File: src/rtl/uart_receiver.sv
// 8N1 UART receiver that collects eight consecutive good frames into a 64-bit word.
// Start bit is re-checked at mid-bit; data and stop bits are sampled one bit period after that.

module uart_rx_sync (
  input  logic clk,
  input  logic rst_n,
  input  logic rx_i,
  output logic rx_s_o
);
  logic meta_q, sync_q;

  // Both flops reset high so a reset never looks like a start bit.
  always_ff @(posedge clk or negedge rst_n) begin
    if (!rst_n) begin
      meta_q <= 1'b1;
      sync_q <= 1'b1;
    end else begin
      meta_q <= rx_i;
      sync_q <= meta_q;
    end
  end

  assign rx_s_o = sync_q;
endmodule

module uart_receiver #(
  parameter int clks_per_bit = 868
) (
  input  logic        clk,
  input  logic        rst_n,
  input  logic        uart_rx,
  output logic [63:0] received_array,
  output logic        bytes_are_received,
  output logic        framing_error,
  output logic        receive_active
);
  localparam int CNT_W = (clks_per_bit > 2) ? $clog2(clks_per_bit) : 1;
  localparam logic [CNT_W-1:0] LAST = CNT_W'(clks_per_bit - 1);
  localparam logic [CNT_W-1:0] HALF = CNT_W'((clks_per_bit - 1) / 2);

  typedef enum logic [1:0] {IDLE, START, DATA, STOP} state_t;

  state_t           state_q, state_d;
  logic [CNT_W-1:0] cnt_q, cnt_d;
  logic [2:0]       bit_q, bit_d;
  logic [2:0]       byte_q, byte_d;
  logic [7:0]       shift_q, shift_d;
  logic [7:0][7:0]  buf_q, buf_d;
  logic [63:0]      arr_q, arr_d;
  logic             done_q, done_d;
  logic             ferr_q, ferr_d;
  logic             rx_s;

  uart_rx_sync u_sync (
    .clk    (clk),
    .rst_n  (rst_n),
    .rx_i   (uart_rx),
    .rx_s_o (rx_s)
  );

  always_ff @(posedge clk or negedge rst_n) begin
    if (!rst_n) begin
      state_q <= IDLE;
      cnt_q   <= '0;
      bit_q   <= '0;
      byte_q  <= '0;
      shift_q <= '0;
      buf_q   <= '0;
      arr_q   <= '0;
      done_q  <= 1'b0;
      ferr_q  <= 1'b0;
    end else begin
      state_q <= state_d;
      cnt_q   <= cnt_d;
      bit_q   <= bit_d;
      byte_q  <= byte_d;
      shift_q <= shift_d;
      buf_q   <= buf_d;
      arr_q   <= arr_d;
      done_q  <= done_d;
      ferr_q  <= ferr_d;
    end
  end

  always_comb begin
    state_d = state_q;
    cnt_d   = cnt_q;
    bit_d   = bit_q;
    byte_d  = byte_q;
    shift_d = shift_q;
    buf_d   = buf_q;
    arr_d   = arr_q;
    done_d  = 1'b0;
    ferr_d  = 1'b0;
    case (state_q)
      IDLE: begin
        cnt_d = '0;
        if (!rx_s) state_d = START;
      end
      START: begin
        if (cnt_q == HALF) begin
          cnt_d   = '0;
          state_d = rx_s ? IDLE : DATA;
        end else begin
          cnt_d = cnt_q + 1'b1;
        end
      end
      DATA: begin
        if (cnt_q == LAST) begin
          cnt_d          = '0;
          shift_d[bit_q] = rx_s;
          bit_d          = bit_q + 3'd1;
          if (bit_q == 3'd7) state_d = STOP;
        end else begin
          cnt_d = cnt_q + 1'b1;
        end
      end
      STOP: begin
        if (cnt_q == LAST) begin
          cnt_d   = '0;
          state_d = IDLE;
          if (rx_s) begin
            buf_d[byte_q] = shift_q;
            if (byte_q == 3'd7) begin
              arr_d  = buf_d;
              done_d = 1'b1;
              byte_d = '0;
            end else begin
              byte_d = byte_q + 3'd1;
            end
          end else begin
            // Bad stop bit drops the whole partial set, not just this byte.
            ferr_d = 1'b1;
            byte_d = '0;
          end
        end else begin
          cnt_d = cnt_q + 1'b1;
        end
      end
      default: state_d = IDLE;
    endcase
  end

  assign received_array     = arr_q;
  assign bytes_are_received = done_q;
  assign framing_error      = ferr_q;
  assign receive_active     = (state_q != IDLE) || (byte_q != 3'd0);
endmodule
File: config.mk
export PLATFORM = sky130hd
export DESIGN_NAME = uart_receiver
export DESIGN_NICKNAME = d
export VERILOG_FILES = /design/src/rtl/uart_receiver.sv
export SDC_FILE = /design/constraint.sdc
export NUM_CORES = 1
export LEC_CHECK = 0
export CELL_PAD_IN_SITES_DETAIL_PLACEMENT = 0
export CELL_PAD_IN_SITES_GLOBAL_PLACEMENT = 1
export CORE_UTILIZATION = 47
export CTS_CLUSTER_SIZE = 16
export DETAILED_ROUTE_END_ITERATION = 7
export PLACE_DENSITY_LB_ADDON = 0.12
export SLEW_MARGIN = 20
export SYNTH_ARGS = -nofsm -noshare
export SYNTH_HDL_FRONTEND = slang
export SYNTH_SLANG_ARGS = --single-unit
File: constraint.sdc
create_clock -name clk -period 2.63 [get_ports clk]
set_clock_uncertainty 0.2 [all_clocks]
set_input_delay 0.263 -clock clk [delete_from_list [all_inputs] [get_ports clk]]
set_output_delay 0.263 -clock clk [all_outputs]
set_load 0.05 [all_outputs]
# Word level (Yosys, flattened, before mapping)
# Index checks and enable logic that the tools add are counted.
# classes
mux	25
n_eq_ne	12
n_lt_le_gt_ge	4
add_sub_neg	3
reduce_logical	12
# ops
op	count
$bwmux W64	1
$pmux W10 S3	1
$demux W8 S3	1
$mux W10	2
$mux W2	6
$add A10 B1 Y10 const B	1
$eq A10 B10 Y1 const B	1
$eq A10 B9 Y1 const B	1
$ne A2 B2 Y1 const B	5
$bwmux W8	1
$lt A3 B4 Y1 const B	2
$mux W1	8
$mux W8	1
$pmux W2 S4	1
$add A3 B1 Y3 const B	2
$eq A3 B3 Y1 const B	2
$ge A3 B1 Y1 const B	2
$mux W3	2
$reduce_and A5 Y1	1
$eq A2 B2 Y1 const B	2
$reduce_and A2 Y1	2
$reduce_and A4 Y1	1
$demux W1 S3	1
$reduce_and A3 Y1	1
7 further kinds	8
# totals
output_inout_bits	67
reg_bits	158

# Longest topological paths before layout
# logic_depth
depth_word	5
depth_mapped	8

# Modules after synthesis
# Synthesis repeated with hierarchy kept, for this count alone.
# hier_totals
hier_cells	571
area_unflattened_um2	6932.9
# modules_own_cells
mod	seq_area_each_um2	n_inst	area_each_um2	cells_per_inst
uart_receiver	3903.7	1	6880.3	569
uart_rx_sync	52.6	1	52.6	2

# Worst setup path after synthesis
# Ideal clock, no wire load.
# synth_path
kind	reg-to-reg
start	reg cnt_q[0]
end	reg shift_q[2]
stages_incl_launch_ff	7
period_less_slack_ns	2.134
setup_time_ns	0.125
t_required_ns	2.305
arrival_ns	1.809
n_path_buf	1
setup_slack_ns	0.496
cell_sequence	dfrtp_1 > ha_1 > nand4bb_1 > nor4_1 > buf_2 > and4bb_2 > mux2_2
# synth_between
elab_chain_cells	2
# synth_lines
item	line_no	source
start, declared	44	logic [CNT_W-1:0] cnt_q, cnt_d;
start signal, assigned	74	cnt_q <= cnt_d;
$eq A10 B10 Y1	109	if (cnt_q == LAST) begin
$reduce_and A2 Y1 (no source line)	--	
end signal, assigned	77	shift_q <= shift_d;
end, declared	47	logic [7:0] shift_q, shift_d;
# Every way passes these cells.
# A chain may end at the register's enable or synchronous reset.

# Worst setup path after layout
# layout_path
start	reg byte_q[1]
end	out receive_active
# layout_between
elab_chain_cells	2
# layout_lines
item	line_no	source
start, declared	46	logic [2:0] byte_q, byte_d;
start signal, assigned	76	byte_q <= byte_d;
$reduce_bool A3 Y1	147	assign receive_active = (state_q != IDLE) || (byte_q != 3'd0);
$logic_or A1 B1 Y1	147	
end, declared	35	output logic receive_active
# Every way passes these cells.

==> results.json <==
{
  "drv_cap": 0,
  "first_global_vias": 4604,
  "die_area_sq_mm": 0.0158,
  "max_stage_delay_ns": 0.62,
  "synth_flop_cell": "dfrtp_1",
  "max_freq_mhz": 396,
  "period_share_pct": 96.0,
  "avgSynthCellArea_sq_um": 12.5,
  "clock_latency_ns": 0.42,
  "coreArea_sq_mm": 0.0148,
  "syn_area_sq_mm": 0.00721,
  "cts_inserted_buffers": 17,
  "slew_viol_final": 0,
  "yosysTopAreaCellShare_pct": 54.2,
  "critical_path_class": "flip-flop to output pin",
  "path_clk_slew_ns": 0.06,
  "ys_top_cells_by_area": "dfrtp_1 (54%), mux2_2 (12%), mux2i_1 (8.9%)",
  "synth_warnings": 0,
  "drtIter0Drc": 190,
  "setup_viol": 0,
  "tns_ns": 0,
  "fin_nets": 646,
  "hp-class": "primary input to flip-flop",
  "grt_max_degree": 67,
  "crit_path_cell_trace": "inv_1 -> ha_1 -> or4b_2 -> buf_4",
  "hpwl_um": 9010,
  "mappedNetlistNets": 589,
  "yosysSeqAreaShare_pct": 54.9,
  "cts_setup_buffers": 0,
  "wl_per_cell_um": 16.5,
  "root_buffer": "clkbuf_16",
  "hold_viol_final": 0,
  "yosys.cell_types.count": 42,
  "synth_top_cell_by_area": "dfrtp_1",
  "worstPathRequired_ns": 2.17,
  "fillers": 1213,
  "place_ws_ns": 0.263,
  "cts_buffer_depth": 2,
  "p_per_area_mw_per_mm2": 603,
  "cp_data_arrival_time_ns": 2.06,
  "rsz0062_at_grt": "no",
  "htree_levels": 4,
  "cts_tree": "done",
  "power.total_mw": 5.22,
  "outcome": "complete, no violations",
  "grt_pass1_wl_um": 23300,
  "whs_ns": 0.0589,
  "fin_util_pct": 58.6,
  "place_congestion": 0.779,
  "diodes": 0,
  "final.min_clock_period_ns": 2.52,
  "clock-sinks": 158,
  "die_h_um": 126,
  "async_reset_ff_share_pct": 100,
  "area_growth_pct": 20.0,
  "num_vias": 4493,
  "ir_drop_v": 0.000415,
  "drc": 0,
  "routed_wirelength_um": 13700,
  "drt_pass1_iterations": 4,
  "final_area_sq_mm": 0.00865,
  "worstSetupStartpointType": "flip-flop",
  "worst_pin_slew_ns": 0.741,
  "p_leak_nw": 4.68,
  "synth_edf_count": 0,
  "ios": 70,
  "crit_fanout": 8,
  "antenna_found_initial": 0,
  "rows": 44,
  "max_slew_margin_pct": 50.6,
  "crit_slowest_cell": "or4b_2",
  "ys_ff_latch": 158,
  "drtAntennaViolNets": 0,
  "via_per_inst": 5.40,
  "netlist_instances": 578,
  "cp-end-kind": "output pin",
  "dp_cells": 799,
  "grt.overflow.total": 0,
  "die_x_um": 126,
  "io_buffer_count": 69,
  "worst_slack_ns": 0.106,
  "placed_cell_area_sq_mm": 0.00797,
  "layout-drive-gt1-share_pct": 21.5,
  "grtUsageTotal_pct": 18.9,
  "finalNonFillerCells": 832,
  "start_util_pct": 48.9
}
-- synth_stat cells (3+ instances only) --
library cell and number:
mux2_2 74, mux2i_1 64, clkbuf_1 13, xnor2_1 3, buf_1 9, nand4b_1 3, buf_6 14, nand2_2 5
xor2_1 6, nor3b_1 3, nand2_1 11, nand3b_1 5, nor2_1 79, inv_1 5, dfrtp_1 156, nand3_1 8
nor3_1 3, o21ai_0 4, nand4_1 6, a21o_1 64, nand4_4 3, buf_2 9, ha_1 8
-- routing by layer --
metal	GRT usage, %	vias to the layer above	wire length [um]
met5	0	-	0
met1	25.1	2292	6560
met2	30.6	59	6640
li1	-	2124	-
met3	4.12	18	318
met4	6.66	0	199
-- sequential cells by signal, summed over array words and instances, names as in the netlist, named ones only --
register and count:
cnt_q 10, bytes_are_received 1, u_sync.meta_q 1, shift_q 8, u_sync.rx_s_o 1, bit_q 3
framing_error 1, byte_q 3, state_q 1, received_array 64, buf_q 64
-- timing repair --
action / 4_1_cts / 5_1_grt
gates resized for setup: 0 / 1
hold buffers: 1 / 0
endpoints found under the hold margin: 49 / 0
setup endpoints to repair: 0 / 1
-- layout make-up --
class	instances	area, sq um	area share, %
Timing Repair Buffer	85	837	9.68
Clock inverter	10	183	2.11
Clock buffer	22	484	5.60
Tap cell	184	230	2.66
Inverter	5	18.8	0.217
Multi-Input combinational cell	368	2940	34.0
Sequential cell	158	3960	45.7
-- cells by family (layout without fill, tap and decap cells) --
logic type / count (synthesis) / count (layout) / synth area share [%]
buffers and inverters: 52 / 122 / 4.39
multiplexers: 138 / 138 / 20.4
adder cells (fa/ha/maj): 8 / 8 / 1.39
flip-flops: 158 / 158 / 54.9
XOR/XNOR: 9 / 9 / 1.09
AND/OR/NAND/NOR: 141 / 141 / 10.4
AO/OA/AOI/OAI: 72 / 72 / 7.43
-- cell usage in the layout (no fill, tap or decap), drive strengths merged, types with 9 or more instances in the layout --
cell type / netlist / final
a21o: 64 / 64
buf: 33 / 17
clkbuf: 14 / 22
clkdlybuf4s50: 0 / 67
dfrtp: 156 / 156
mux2: 74 / 74
mux2i: 64 / 64
nand2: 16 / 16
nand4: 9 / 9
nor2: 79 / 79
-- critical path: cells and delay by family, from the launching register on --
family,cells,cell delay [ns]
adders and majority gates,1,0.19
buffers and inverters,2,0.38
DFF,1,0.46
and+or+nand+nor,1,0.62
-- report_power, final --
| part | internal (mW) | switching (mW) |
|---|---|---|
| clock network | 1.78 | 0.937 |
| logic | 0.0105 | 0.0480 |
| registers | 2.43 | 0.00350 |
-- path summary, 6_finish.rpt --
| path | start | to | slack, ns | cells after the start |
|---|---|---|---|---|
| worst max-delay path | byte_q[1] | receive_active | 0.11 | 4 |
| worst min-delay path | uart_rx | u_sync.meta_q | 0.06 | 1 |
| worst max register to register | cnt_q[0] | shift_q[1] | 0.24 | 6 |
| worst min register to register | u_sync.meta_q | u_sync.rx_s_o | 0.15 | 0 |
| max in group asynchronous | rst_n | u_sync.meta_q | 1.37 | 3 |
| min in group asynchronous | rst_n | received_array[20] | 0.16 | 2 |
(Power assumes the default switching activity.)
